## config.mk

```make
export PLATFORM = sky130hd
export DESIGN_NAME = stream_minmax_tracker
export DESIGN_NICKNAME = d
export VERILOG_FILES = /design/src/rtl/minmax_pkg.sv /design/src/rtl/mag_cmp_n.sv /design/src/rtl/stream_minmax_tracker.sv
export SDC_FILE = /design/constraint.sdc
export NUM_CORES = 1
export LEC_CHECK = 0
export CORE_UTILIZATION = 54
export CTS_BUF_LIST = sky130_fd_sc_hd__clkbuf_4
export CTS_CLUSTER_SIZE = 28
export DETAILED_ROUTE_END_ITERATION = 10
export PLACE_DENSITY_LB_ADDON = 0.1
export SLEW_MARGIN = 10
export SYNTH_ARGS = -nofsm -noshare
export SYNTH_HDL_FRONTEND = slang
export SYNTH_SLANG_ARGS = --single-unit
```

## constraint.sdc

```tcl
create_clock -name clk -period 2.9 [get_ports clk]
set_clock_uncertainty 0.05 [all_clocks]
set_input_delay 0.435 -clock clk [delete_from_list [all_inputs] [get_ports clk]]
set_output_delay 0.435 -clock clk [all_outputs]
set_load 0.02 [all_outputs]
```

## src/rtl/minmax_pkg.sv

```systemverilog
// minmax_pkg: shared state encoding and default sizing for the min/max stream tracker
package minmax_pkg;
  typedef enum logic [1:0] {IDLE, ACCUM, HOLD} state_t;
  localparam int MAX_LEN_DEF = 8;
  localparam int IDX_W = $clog2(MAX_LEN_DEF);
  localparam int CNT_W = $clog2(MAX_LEN_DEF + 1);
endpackage

```

## src/rtl/mag_cmp_n.sv

```systemverilog
// mag_cmp_n: combinational WIDTH-bit magnitude comparator, signed or unsigned
module mag_cmp_n #(
  parameter int WIDTH  = 4,
  parameter bit SIGNED = 1'b0
) (
  input  logic [WIDTH-1:0] a,
  input  logic [WIDTH-1:0] b,
  output logic             agb,
  output logic             alb,
  output logic             aeb
);
  assign agb = SIGNED ? ($signed(a) > $signed(b)) : (a > b);
  assign alb = SIGNED ? ($signed(a) < $signed(b)) : (a < b);
  assign aeb = a == b;
endmodule

```

## src/rtl/stream_minmax_tracker.sv

```systemverilog
// stream_minmax_tracker: accumulates min/max (first index), count and all-equal over a framed
// sample stream and hands the registered result downstream over valid/ready.
module stream_minmax_tracker
  import minmax_pkg::*;
#(
  parameter int WIDTH   = 4,
  parameter int MAX_LEN = MAX_LEN_DEF,
  parameter bit SIGNED  = 1'b0
) (
  input  logic                         clk,
  input  logic                         rst_n,
  input  logic                         in_valid,
  output logic                         in_ready,
  input  logic [WIDTH-1:0]             in_data,
  input  logic                         in_last,
  output logic                         out_valid,
  input  logic                         out_ready,
  output logic [WIDTH-1:0]             out_min,
  output logic [WIDTH-1:0]             out_max,
  output logic [$clog2(MAX_LEN)-1:0]   out_min_idx,
  output logic [$clog2(MAX_LEN)-1:0]   out_max_idx,
  output logic [$clog2(MAX_LEN+1)-1:0] out_count,
  output logic                         out_all_equal,
  output logic                         out_trunc
);
  localparam int IW = $clog2(MAX_LEN);
  localparam int CW = $clog2(MAX_LEN + 1);
  state_t r_state;
  logic r_rdy, r_ov, r_ae, r_trunc;
  logic [WIDTH-1:0] r_min, r_max;
  logic [IW-1:0] r_min_idx, r_max_idx;
  logic [CW-1:0] r_count;
  logic w_max_gt, w_max_lt, w_max_eq, w_min_gt, w_min_lt, w_min_eq;
  logic w_acc, w_first, w_close, w_keep_eq;
  logic [CW-1:0] w_cnt;
  mag_cmp_n #(.WIDTH(WIDTH), .SIGNED(SIGNED)) u_cmp_max (
    .a(in_data), .b(r_max), .agb(w_max_gt), .alb(w_max_lt), .aeb(w_max_eq)
  );
  mag_cmp_n #(.WIDTH(WIDTH), .SIGNED(SIGNED)) u_cmp_min (
    .a(in_data), .b(r_min), .agb(w_min_gt), .alb(w_min_lt), .aeb(w_min_eq)
  );
  assign w_acc     = in_valid & r_rdy;
  assign w_first   = r_state == IDLE;
  assign w_cnt     = w_first ? CW'(1) : r_count + CW'(1);
  assign w_close   = in_last | (w_cnt == CW'(MAX_LEN));
  assign w_keep_eq = w_max_eq & w_min_eq & ~w_max_lt & ~w_min_gt;
  // The result registers double as accumulators; they only move on an accept, so they hold in HOLD.
  always_ff @(posedge clk) begin
    if (!rst_n) begin
      r_state   <= IDLE;
      r_rdy     <= 1'b0;
      r_ov      <= 1'b0;
      r_min     <= '0;
      r_max     <= '0;
      r_min_idx <= '0;
      r_max_idx <= '0;
      r_count   <= '0;
      r_ae      <= 1'b0;
      r_trunc   <= 1'b0;
    end else if (r_state == HOLD) begin
      if (out_ready) begin
        r_state <= IDLE;
        r_ov    <= 1'b0;
        r_rdy   <= 1'b1;
      end
    end else begin
      r_rdy <= 1'b1;
      if (w_acc) begin
        r_max     <= (w_first | w_max_gt) ? in_data : r_max;
        r_max_idx <= w_first ? '0 : (w_max_gt ? r_count[IW-1:0] : r_max_idx);
        r_min     <= (w_first | w_min_lt) ? in_data : r_min;
        r_min_idx <= w_first ? '0 : (w_min_lt ? r_count[IW-1:0] : r_min_idx);
        r_ae      <= w_first | (r_ae & w_keep_eq);
        r_count   <= w_cnt;
        r_state   <= w_close ? HOLD : ACCUM;
        r_ov      <= w_close;
        r_rdy     <= ~w_close;
        r_trunc   <= w_close ? ~in_last : r_trunc;
      end
    end
  end
  assign in_ready      = r_rdy;
  assign out_valid     = r_ov;
  assign out_min       = r_min;
  assign out_max       = r_max;
  assign out_min_idx   = r_min_idx;
  assign out_max_idx   = r_max_idx;
  assign out_count     = r_count;
  assign out_all_equal = r_ae;
  assign out_trunc     = r_trunc;
endmodule

```

# --- After elaboration in Yosys (flattened, before gate mapping) ---
# Cells that the tools add are included.
word_totals:
  regBits: 24
  in_bits: 9
  out_inout_bits: 22
  wordCells: 60
classes:
  add_sub_neg: 1
  order_cmp: 4
  n_eq_ne: 5
  n_mux: 15
  bitwise: 14
  reduce_logical: 11
op_table:
  columns: ["operator", "n"]
  rows:
  - ["3-bit AND reduction", 5]
  - ["3-bit 2-to-1 mux", 4]
  - ["4-bit equality test", 2]
  - ["4-bit greater-than comparator", 2]
  - ["4-bit < comparator", 2]
  - ["2-bit 2-to-1 mux", 4]
  - ["1-bit 2-to-1 mux", 6]
  - ["2-bit nonzero test", 3]
  - ["1-bit AND", 5]
  - ["1-bit NOT", 5]
  - ["4-bit by 1-bit adder with 4-bit output (second input constant)", 1]
  - ["4-bit equality test (second input constant)", 1]
  - ["4-bit 2-to-1 mux", 1]
  - ["1-bit OR", 4]
  - ["2-bit AND reduction", 2]
  - ["2-bit equality test (second input constant)", 1]
  - ["2-bit logical NOT", 1]
  - ["2-bit inequality test (second input constant)", 1]

# --- Logic depth before layout (Yosys ltp) ---
# Gate-level depths: netlist (run 1).
logic_depth:
  depth_word: 7
  ltp_mapped: 6
  ltp_nobuf: 6

# --- Cells and area by module ---
# Synthesis (run 1) repeated with hierarchy kept, for this count alone.
unflattened:
  cells_unflattened: 136
  area_unflattened_um2: 1241.2
by_module_without_submodules:
  columns: ["module", "n_inst", "cells_per_inst", "area_each_um2", "seq_area_each_um2"]
  rows:
  - ["stream_minmax_tracker", 1, 104, 983.4, 460.4]
  - ["mag_cmp_n", 2, 16, 128.9, 0.0]

# --- Worst setup path after synthesis (run 1) ---
# Ideal clock, no wire load.
synth_timing:
  path_kind: "register -> register"
  from: "register r_max[1], in the netlist out_max[1]"
  to: "register r_max[0], in the netlist out_max[0]"
  setup_ns: 0.072
  arrival_time_ns: 1.755
  required_ns: 2.778
  path_slack_ns: 1.023
  path_stages_with_launch: 7
  n_path_buf: 0
  synth_period_minus_slack_ns: 1.877
  path_cell_list: "dfxtp_1 inv_1 ha_1 nor2b_4 o211a_4 o31ai_4 mux2i_1"
synth_between:
  elab_chain_len: 3
synth_lines:
  columns: ["item", "line_no", "rtl"]
  rows:
  - ["start: declaration", "stream_minmax_tracker.sv:30", "logic [WIDTH-1:0] r_min, r_max;"]
  - ["start signal: assignment", "stream_minmax_tracker.sv:69", "r_max <= (w_first | w_max_gt) ? in_data : r_max;"]
  - ["4-bit greater-than comparator", "mag_cmp_n.sv:12", "assign agb = SIGNED ? ($signed(a) > $signed(b)) : (a > b);"]
  - ["1-bit OR", "stream_minmax_tracker.sv:69", null]
  - ["3-bit AND reduction (no source line)", null, null]
# No other way between the ends.
# A chain may end at the register's enable or synchronous reset.

# --- Worst setup path in the final report (run 1) ---
layout_timing:
  from: "input in_data[1]"
  to: "register r_max_idx[1], in the netlist out_max_idx[1]"
layout_between:
  elab_chain_len: 3
layout_lines:
  columns: ["item", "line_no", "rtl"]
  rows:
  - ["start: declaration", "stream_minmax_tracker.sv:14", "input logic [WIDTH-1:0] in_data,"]
  - ["4-bit greater-than comparator", "mag_cmp_n.sv:12", null]
  - ["2-bit nonzero test (no source line)", null, null]
  - ["3-bit AND reduction (no source line)", null, null]
  - ["end signal: assignment", "stream_minmax_tracker.sv:70", "r_max_idx <= w_first ? '0 : (w_max_gt ? r_count[IW-1:0] : r_max_idx);"]
  - ["end: declaration", "stream_minmax_tracker.sv:31", "logic [IW-1:0] r_min_idx, r_max_idx;"]
# No other way between the ends.

==> results list, run 1 <==
- The flow ran to the end, and the final reports show no timing, DRC or antenna violations.
* Worst-path fanout max: 7
- Min cycle time layout: 2.13 ns
- Count of placed standard cells including taps: 188
* Achievable frequency: 469 MHz
* RSZ-0062 raised after global routing: false
- Buffers inserted during clock tree synthesis total 3.
- Synthesized netlist cell count: 132
- Once the clock tree was built, the resizer swapped 0 gates to a different size.
* Post-layout net count: 183
- The clock drives 23 sinks.
* Power density relative to cell area: 402 mW/mm2
- Input and output buffers added on the ports amount to 30.
* Wire length after detailed routing: 2.74 mm
- Initial Util: 56.9%
- For the worst setup path, the data required time is 3.12 ns.
- Count of vias placed by the detailed router: 1083
- The worst path uses 73.6% of the clock period.
- Leading cell types in the layout, fill and taps excluded: sky130_fd_sc_hd__clkdlybuf4s50_1, sky130_fd_sc_hd__dfxtp_1, sky130_fd_sc_hd__nand2_1, sky130_fd_sc_hd__mux2i_1
- Worst path slowest cell: sky130_fd_sc_hd__o31ai_4
- Number of failing hold endpoints at the final stage: 0
- STA classifies the critical path startpoint as an input port.
- CTS Hold Buffers Added: 0
- Global placer's final weighted congestion: 0.769
- Setup TNS Final: 0 ns
* Number of vias per cell: 5.64
- Clock tree synthesis selected as its root buffer the cell sky130_fd_sc_hd__clkbuf_4.
* Worst hold path class: flip-flop to flip-flop
* Fraction of power consumed by sequential logic: 52.8%
* Sort of element at the end of the critical path: flip-flop
- Final-report setup violation count: 0
- During synthesis, Yosys emitted a total of 0 warnings.
- The design draws 0.645 mW.
- Counting every net in the synthesized netlist gives 150.
- No sink is reached through more buffers than the 2 on the longest clock path.
- CTS tree: yes
- The first routing iteration left 27 violations.
- Count of standard-cell rows: 17
* Slowest Stage Delay on Critical Path: 0.51 ns
- Wire length per cell: 14.3 um
- Post-synthesis sequential element count: 23
- Layout Utilization: 73.3%
- The placed instances occupy a cell area of 0.00158 mm2.
- The number of pins exceeding their max-slew limit in the final report came to 0.
* Part of the Yosys area used for sequential elements: 36.9%
- Worst Hold Margin: 0.428 ns
* Leftover overflow at the end of global routing: 0
- The via count of the first global-routing pass was 1042.
- The total area inside the core boundary comes to 0.00219 mm2.
- The die covers 0.00250 mm2.
* Worst Slack Setup Final: 0.766 ns
- Chain of cells forming the critical path: clkdlybuf4s50_1, ha_1, nor2b_4, o211a_4, o31ai_4, mux2i_1
* All-layer global routing usage: 24.2%
- The first detailed-routing pass took 4 iterations.
- Most common library cell in the layout ignoring fill and taps: sky130_fd_sc_hd__clkdlybuf4s50_1
- Worst setup slack before clock tree synthesis: 0.430 ns
- Reported net switching power: 0.199 mW
- Per report_power, the combinational group accounts for 22.2% of the total.
- Area growth from synthesis to layout: 28.8%
* Die boundary width: 50.0 um
- Cells with a size suffix above 1 make up 9.76% of the layout.
- For this design the static power due to leakage is 0.646 nW.
- Synthesis instantiated 41 different standard cells from the library.
* Number of top-level design ports: 31
* Cell area after technology mapping: 0.00125 mm2
* Arrival time at the worst endpoint: 2.36 ns
- First-pass GRT wire length: 4.51 mm
- The clock network burns 25.0% of the power.
- Fraction of power spent switching nets: 30.8%
- Once detailed placement completed, the half-perimeter wirelength came to 2.12 mm.
- After clock tree synthesis, the clock-pin slew on the worst setup and hold paths is 0.14 ns.
- The internal portion of the total power is 0.446 mW.
* Max-cap violations: 0
* Mean area per synthesized cell: 9.44 um2
- Clk_lat worst skew: 0.34 ns
- After clock tree synthesis, the setup repair step added 0 buffers.
- Across the VDD grid, the largest voltage drop is 0.354 mV.
- Worst slew margin relative to its limit: 57.8%
- The worst setup path is of the input port to flip-flop kind.
- Number of routed nets with antenna violations: 0
- Remaining DRCs: 0
- For the pin with the worst max-slew slack, the measured transition is 0.631 ns.
- Final non-filler cell total: 192
- The repair_antennas step left the layout with diodes totalling 0.
* Pin count of the biggest net entering global routing: 21
- Antenna violations before repair: 0
- Once layout is done, the placed cells without fillers occupy 0.00161 mm2.
- Die Height: 50.0 um
* CTS HTree Levels: 1
[path summary, 6_finish.rpt]
| path | depth (start not counted) | startpoint | slack [ns] | end |
|---|---|---|---|---|
| max reg2reg | 6 | out_max[1] | 0.93 | out_max_idx[1] |
| min reg2reg | 2 | out_max_idx[0] | 0.43 | out_max_idx[0] |
| min | 2 | out_max_idx[0] | 0.43 | out_max_idx[0] |
| max | 6 | in_data[1] | 0.77 | out_max_idx[1] |
[registers in the layout, summed over array words and instances, names as in the netlist]
register       flops
in_ready           1
out_all_equal      1
out_count          4
out_max            4
out_max_idx        3
out_min            4
out_min_idx        3
out_trunc          1
r_state            2
[synthesized netlist by cell type]
cell	instances	area, um2
sky130_fd_sc_hd__dfxtp_1	23	460
sky130_fd_sc_hd__nand2_1	22	82.6
sky130_fd_sc_hd__mux2i_1	11	110
sky130_fd_sc_hd__ha_1	9	113
sky130_fd_sc_hd__inv_1	9	33.8
sky130_fd_sc_hd__nand3_1	6	30.0
sky130_fd_sc_hd__nor2_1	4	15.0
sky130_fd_sc_hd__a21oi_1	3	15.0
sky130_fd_sc_hd__and2_1	3	18.8
sky130_fd_sc_hd__clkbuf_1	3	11.3
sky130_fd_sc_hd__nor2b_1	3	18.8
sky130_fd_sc_hd__o31ai_1	3	22.5
sky130_fd_sc_hd__a22oi_1	2	15.0
sky130_fd_sc_hd__nand4b_1	2	17.5
sky130_fd_sc_hd__o21ai_0	2	10.0
sky130_fd_sc_hd__o2bb2ai_1	2	17.5
sky130_fd_sc_hd__a211oi_1	1	7.51
sky130_fd_sc_hd__a211oi_2	1	12.5
sky130_fd_sc_hd__a21boi_0	1	7.51
sky130_fd_sc_hd__a21o_1	1	7.51
sky130_fd_sc_hd__a2bb2o_1	1	10.0
sky130_fd_sc_hd__a31o_1	1	8.76
sky130_fd_sc_hd__a31oi_4	1	21.3
sky130_fd_sc_hd__and4_2	1	10.0
sky130_fd_sc_hd__inv_2	1	3.75
sky130_fd_sc_hd__nand2b_1	1	6.26
sky130_fd_sc_hd__nand3_2	1	10.0
sky130_fd_sc_hd__nor2_4	1	11.3
sky130_fd_sc_hd__nor2b_2	1	8.76
sky130_fd_sc_hd__nor2b_4	1	13.8
sky130_fd_sc_hd__nor4_1	1	6.26
sky130_fd_sc_hd__o211a_1	1	10.0
sky130_fd_sc_hd__o211a_4	1	17.5
sky130_fd_sc_hd__o211ai_1	1	7.51
sky130_fd_sc_hd__o21bai_1	1	7.51
sky130_fd_sc_hd__o221a_1	1	11.3
sky130_fd_sc_hd__o311ai_0	1	8.76
sky130_fd_sc_hd__o31ai_4	1	21.3
sky130_fd_sc_hd__or2_4	1	8.76
sky130_fd_sc_hd__xnor2_1	1	8.76
sky130_fd_sc_hd__xor2_1	1	8.76
[kinds of logic (layout without fill, tap and decap cells)]
kind of cell / count (synthesis) / after routing / synth area share, %
AO/OA/AOI/OAI: 26 / 26 / 19.2
XOR/XNOR: 2 / 2 / 1.41
adder cells (fa/ha/maj): 9 / 9 / 9.04
buffers and inverters: 13 / 45 / 3.92
flip-flops: 23 / 23 / 36.9
multiplexers: 11 / 11 / 8.84
AND/OR/NAND/NOR: 48 / 48 / 20.7
[per-layer routing]
layer  share of wire [%]  wire (um)  GRT usage, %
met5                   0          0             0
met4                 1.6         45          10.0
met3                 4.1        112          3.40
met2                  51       1400          45.3
met1                  43       1180          26.4
[power by group through the flow]
stage                     logic [mW]  clock network, mW  registers (mW)
after floorplan               0.0769                  0           0.359
after global placement         0.139                  0           0.347
after detailed placement       0.143                  0           0.347
after CTS                      0.144              0.160           0.341
after global routing           0.156              0.168           0.343
final                          0.143              0.161           0.341
[layout make-up]
cell class,count,area [um2]
clock buffer,3,22.5
clock inverter,1,5.00
fill,171,586
inverter,10,37.5
multi-input combinational,96,737
sequential,23,460
tap,28,35.0
timing repair buffer,31,308
[worst max-delay path: cells and delay by family]
| kind | cells | cell delay (ns) |
|---|---|---|
| buffers and inverters | 1 | 0.45 |
| AND/OR/NAND/NOR | 1 | 0.13 |
| multiplexers | 1 | 0.26 |
| adder cells (fa/ha/maj) | 1 | 0.32 |
| AO/OA/AOI/OAI | 2 | 0.75 |
Note: power is estimated with default switching activity, not from simulation.
==> run 2, diff against run 1 <==
- CORE_UTILIZATION: 54 -> 45
- clock period: 2.9 -> 1.9 ns (I/O delays scaled with it)
==> results list, run 2 (synthesis gave the netlist of run 1 again) <==
* Count of vias placed by the detailed router: 1107
* Layout Utilization: 67.6%
* Sort of element at the end of the critical path: flip-flop
* Final-report setup violation count: 0
- Prior to clock tree synthesis, the placed netlist has a worst setup slack of -0.407 ns.
- The clock network accounts for 23.3% of the total power.
- Number of buffers inserted by port buffering: 30
* Routed met2 length: 1.34 mm
- The critical path is of the input port to flip-flop type.
- The largest single stage delay on the critical path is 0.46 ns.
- Worst path top cell family by delay: buffers and inverters
* Total iterations of the first detailed-routing run: 4
- Counting tap cells, the placed design contains a total of 199 instances.
* Leftover overflow at the end of global routing: 0
- The tightest hold path in the finished design has a slack of 0.430 ns.
* Vias in the first global route: 1034
* CTS Hold Buffers Added: 0
- TritonCTS built the clock tree.
- After layout, the minimum clock period comes to 1.83 ns.
* Worst path slowest cell: sky130_fd_sc_hd__clkdlybuf4s50_1
* Chain of cells forming the critical path: clkdlybuf4s50_1, ha_1, and4_2, a211oi_2, o31ai_4, buf_4, mux2i_1
* Clock tree buffer depth: 2
- At the later pin of the worst-skew pair, clock insertion delay measures 0.32 ns.
- The clock drives 23 sinks.
- First-pass GRT wire length: 4.48 mm
- Cells with a size suffix above 1 make up 16.0% of the layout.
- For this run, design rule violations remaining after detail routing come to 0.
- Hpwl dp: 2.15 mm
* Fraction of power consumed by sequential logic: 51.4%
* Die Height: 54.6 um
* Leakage power figure: 0.706 nW
- The die covers 0.00298 mm2.
- Number of routed nets with antenna violations: 0
* CTS HTree Levels: 1
- Met1 Wirelength: 1.35 mm
* Period utilisation layout: 96.4%
* Worst-path fanout max: 4
- Pin count of the biggest net entering global routing: 33
* Combinational cell fraction of total power: 25.3%
* Worst Slack Setup Final: 0.0675 ns
- The worst register-to-register path has a depth of 7.
- In this run the cell area measured after placement is 0.00167 mm2.
- Once the floorplan was initialized, standard cells occupied 49.0% of the core.
- Worst hold endpoint: out_max_idx[0]
- RR Startpoint: out_max[2]
- The total area inside the core boundary comes to 0.00254 mm2.
- Max Used Layer: met4
- The die is 54.6 um wide.
- Worst slew margin relative to its limit: 76.3%
* Total Power: 1.01 mW
* Leading cell types in the layout, fill and taps excluded: sky130_fd_sc_hd__clkdlybuf4s50_1, sky130_fd_sc_hd__dfxtp_1, sky130_fd_sc_hd__nand2_1, sky130_fd_sc_hd__mux2i_1, sky130_fd_sc_hd__buf_4
- Setup total negative slack on the finished layout was measured at 0 ns.
- Number of failing hold endpoints at the final stage: 0
- Slew at the pin with the worst max-slew slack: 0.353 ns
* Worst hold path cell count: 2
- Final non-filler cell total: 205
- After detailed routing, the total wire length is 2.83 mm.
- Pins over their slew limit: 0
* Hold wc startpoint: out_max_idx[0]
- The first routing iteration left 25 violations.
- Worst hold path class: flip-flop to flip-flop
* Number of buffers created by CTS: 3
* All-layer global routing usage: 21.4%
- The final layout contains 194 nets.
* Wire length per cell: 13.8 um
- Routed wire length on met3: 83 um
* Number of top-level design ports: 31
- Kind of start point of the critical path: input port
- After clock tree synthesis, the clock-pin slew on the worst setup and hold paths is 0.13 ns.
- Most common library cell in the layout ignoring fill and taps: sky130_fd_sc_hd__clkdlybuf4s50_1
- Internal portion of total power: 0.712 mW
* Max-cap violations: 0
- Achievable frequency: 546 MHz
- Worst setup slack for register-to-register paths: 0.12 ns
* Worst flop-to-flop path endpoint: out_max_idx[1]
* Clock tree root buffer cell: sky130_fd_sc_hd__clkbuf_4
- In this run the core area contains 18 standard-cell rows.
- Power density relative to cell area: 588 mW/mm2
- Summed over all nets, the switching power comes to 0.299 mW.
* Number of vias per cell: 5.40
- Fraction of power spent switching nets: 29.6%
- CP Data Required Time: 2.07 ns
* Antenna violations before repair: 0
- Bufs and invs on worst path: 2
- Antenna Cells: 0
- VDD sags by at most 0.454 mV.
* Outcome: finished, final reports clean
* Post-Layout Inst Area: 0.00172 mm2
- Routability-driven placement finished with a final weighted congestion of 0.809.
- Arrival time at the worst endpoint: 2.01 ns
- Area growth from synthesis to layout: 38.0%
- FILL cells: 233
* RSZ-0062 raised after global routing: false
run 2: cell types whose count changed in the layout (fill, tap and decap cells not counted), sizes merged:
cell / previous run / this run
buf: 1 / 12
run 2: power by group through the flow:
stage | combinational, mW | clock [mW] | sequential, mW
2_1_floorplan | 0.117 | 0 | 0.547
3_3_place_gp | 0.246 | 0 | 0.529
3_5_place_dp | 0.253 | 0 | 0.530
4_1_cts | 0.257 | 0.246 | 0.520
5_1_grt | 0.279 | 0.256 | 0.523
6_report | 0.256 | 0.235 | 0.520
run 2: worst max-delay path by stage:
stage	depth (start not counted)	to	start	slack (ns)
finish	7	out_max_idx[1]	in_data[3]	0.07
detailed placement	6	out_max[3]	in_data[1]	-0.41
CTS	7	out_max[3]	in_data[3]	0.03
floorplan	6	out_max[0]	out_max[1]	0.02
global placement	6	out_max_idx[1]	in_data[1]	-0.35
global route	7	out_max[3]	in_data[3]	0.008
run 2: final cells by class:
| type | instances | area [um2] | area share, % |
|---|---|---|---|
| multi-input cells | 96 | 741 | 43.1 |
| flip-flops and latches | 23 | 460 | 26.8 |
| repair buffers | 42 | 415 | 24.2 |
| inverters | 10 | 37.5 | 2.18 |
| well taps | 30 | 37.5 | 2.18 |
| clock buffers | 3 | 22.5 | 1.31 |
| clock inverters | 1 | 5.00 | 0.291 |
run 2: what timing repair did:
item,CTS,global route
resized for setup,0,1
buffers inserted,2,0
pin swaps,1,1
setup endpoints to repair,7,5
hold endpoints to repair,0,0
run 2: worst reg2reg max path, stage by stage (launching register included):
cell	delay, ns
sky130_fd_sc_hd__dfxtp_1	0.37
sky130_fd_sc_hd__inv_1	0.05
sky130_fd_sc_hd__ha_1	0.31
sky130_fd_sc_hd__and4_2	0.27
sky130_fd_sc_hd__a211oi_2	0.25
sky130_fd_sc_hd__o31ai_4	0.11
sky130_fd_sc_hd__buf_4	0.17
sky130_fd_sc_hd__mux2i_1	0.12
run 2: routing by layer:
metal | global-route usage [%] | up-vias
li1 | - | 554
met1 | 28.0 | 525
met2 | 34.3 | 23
met3 | 2.50 | 5
met4 | 10.3 | 0
met5 | 0 | -
==> run 3, diff against run 2 <==
- SLEW_MARGIN: 10 -> unset
==> results of run 3 <==
Final layout, timing and power as in run 2 (identical DEF).
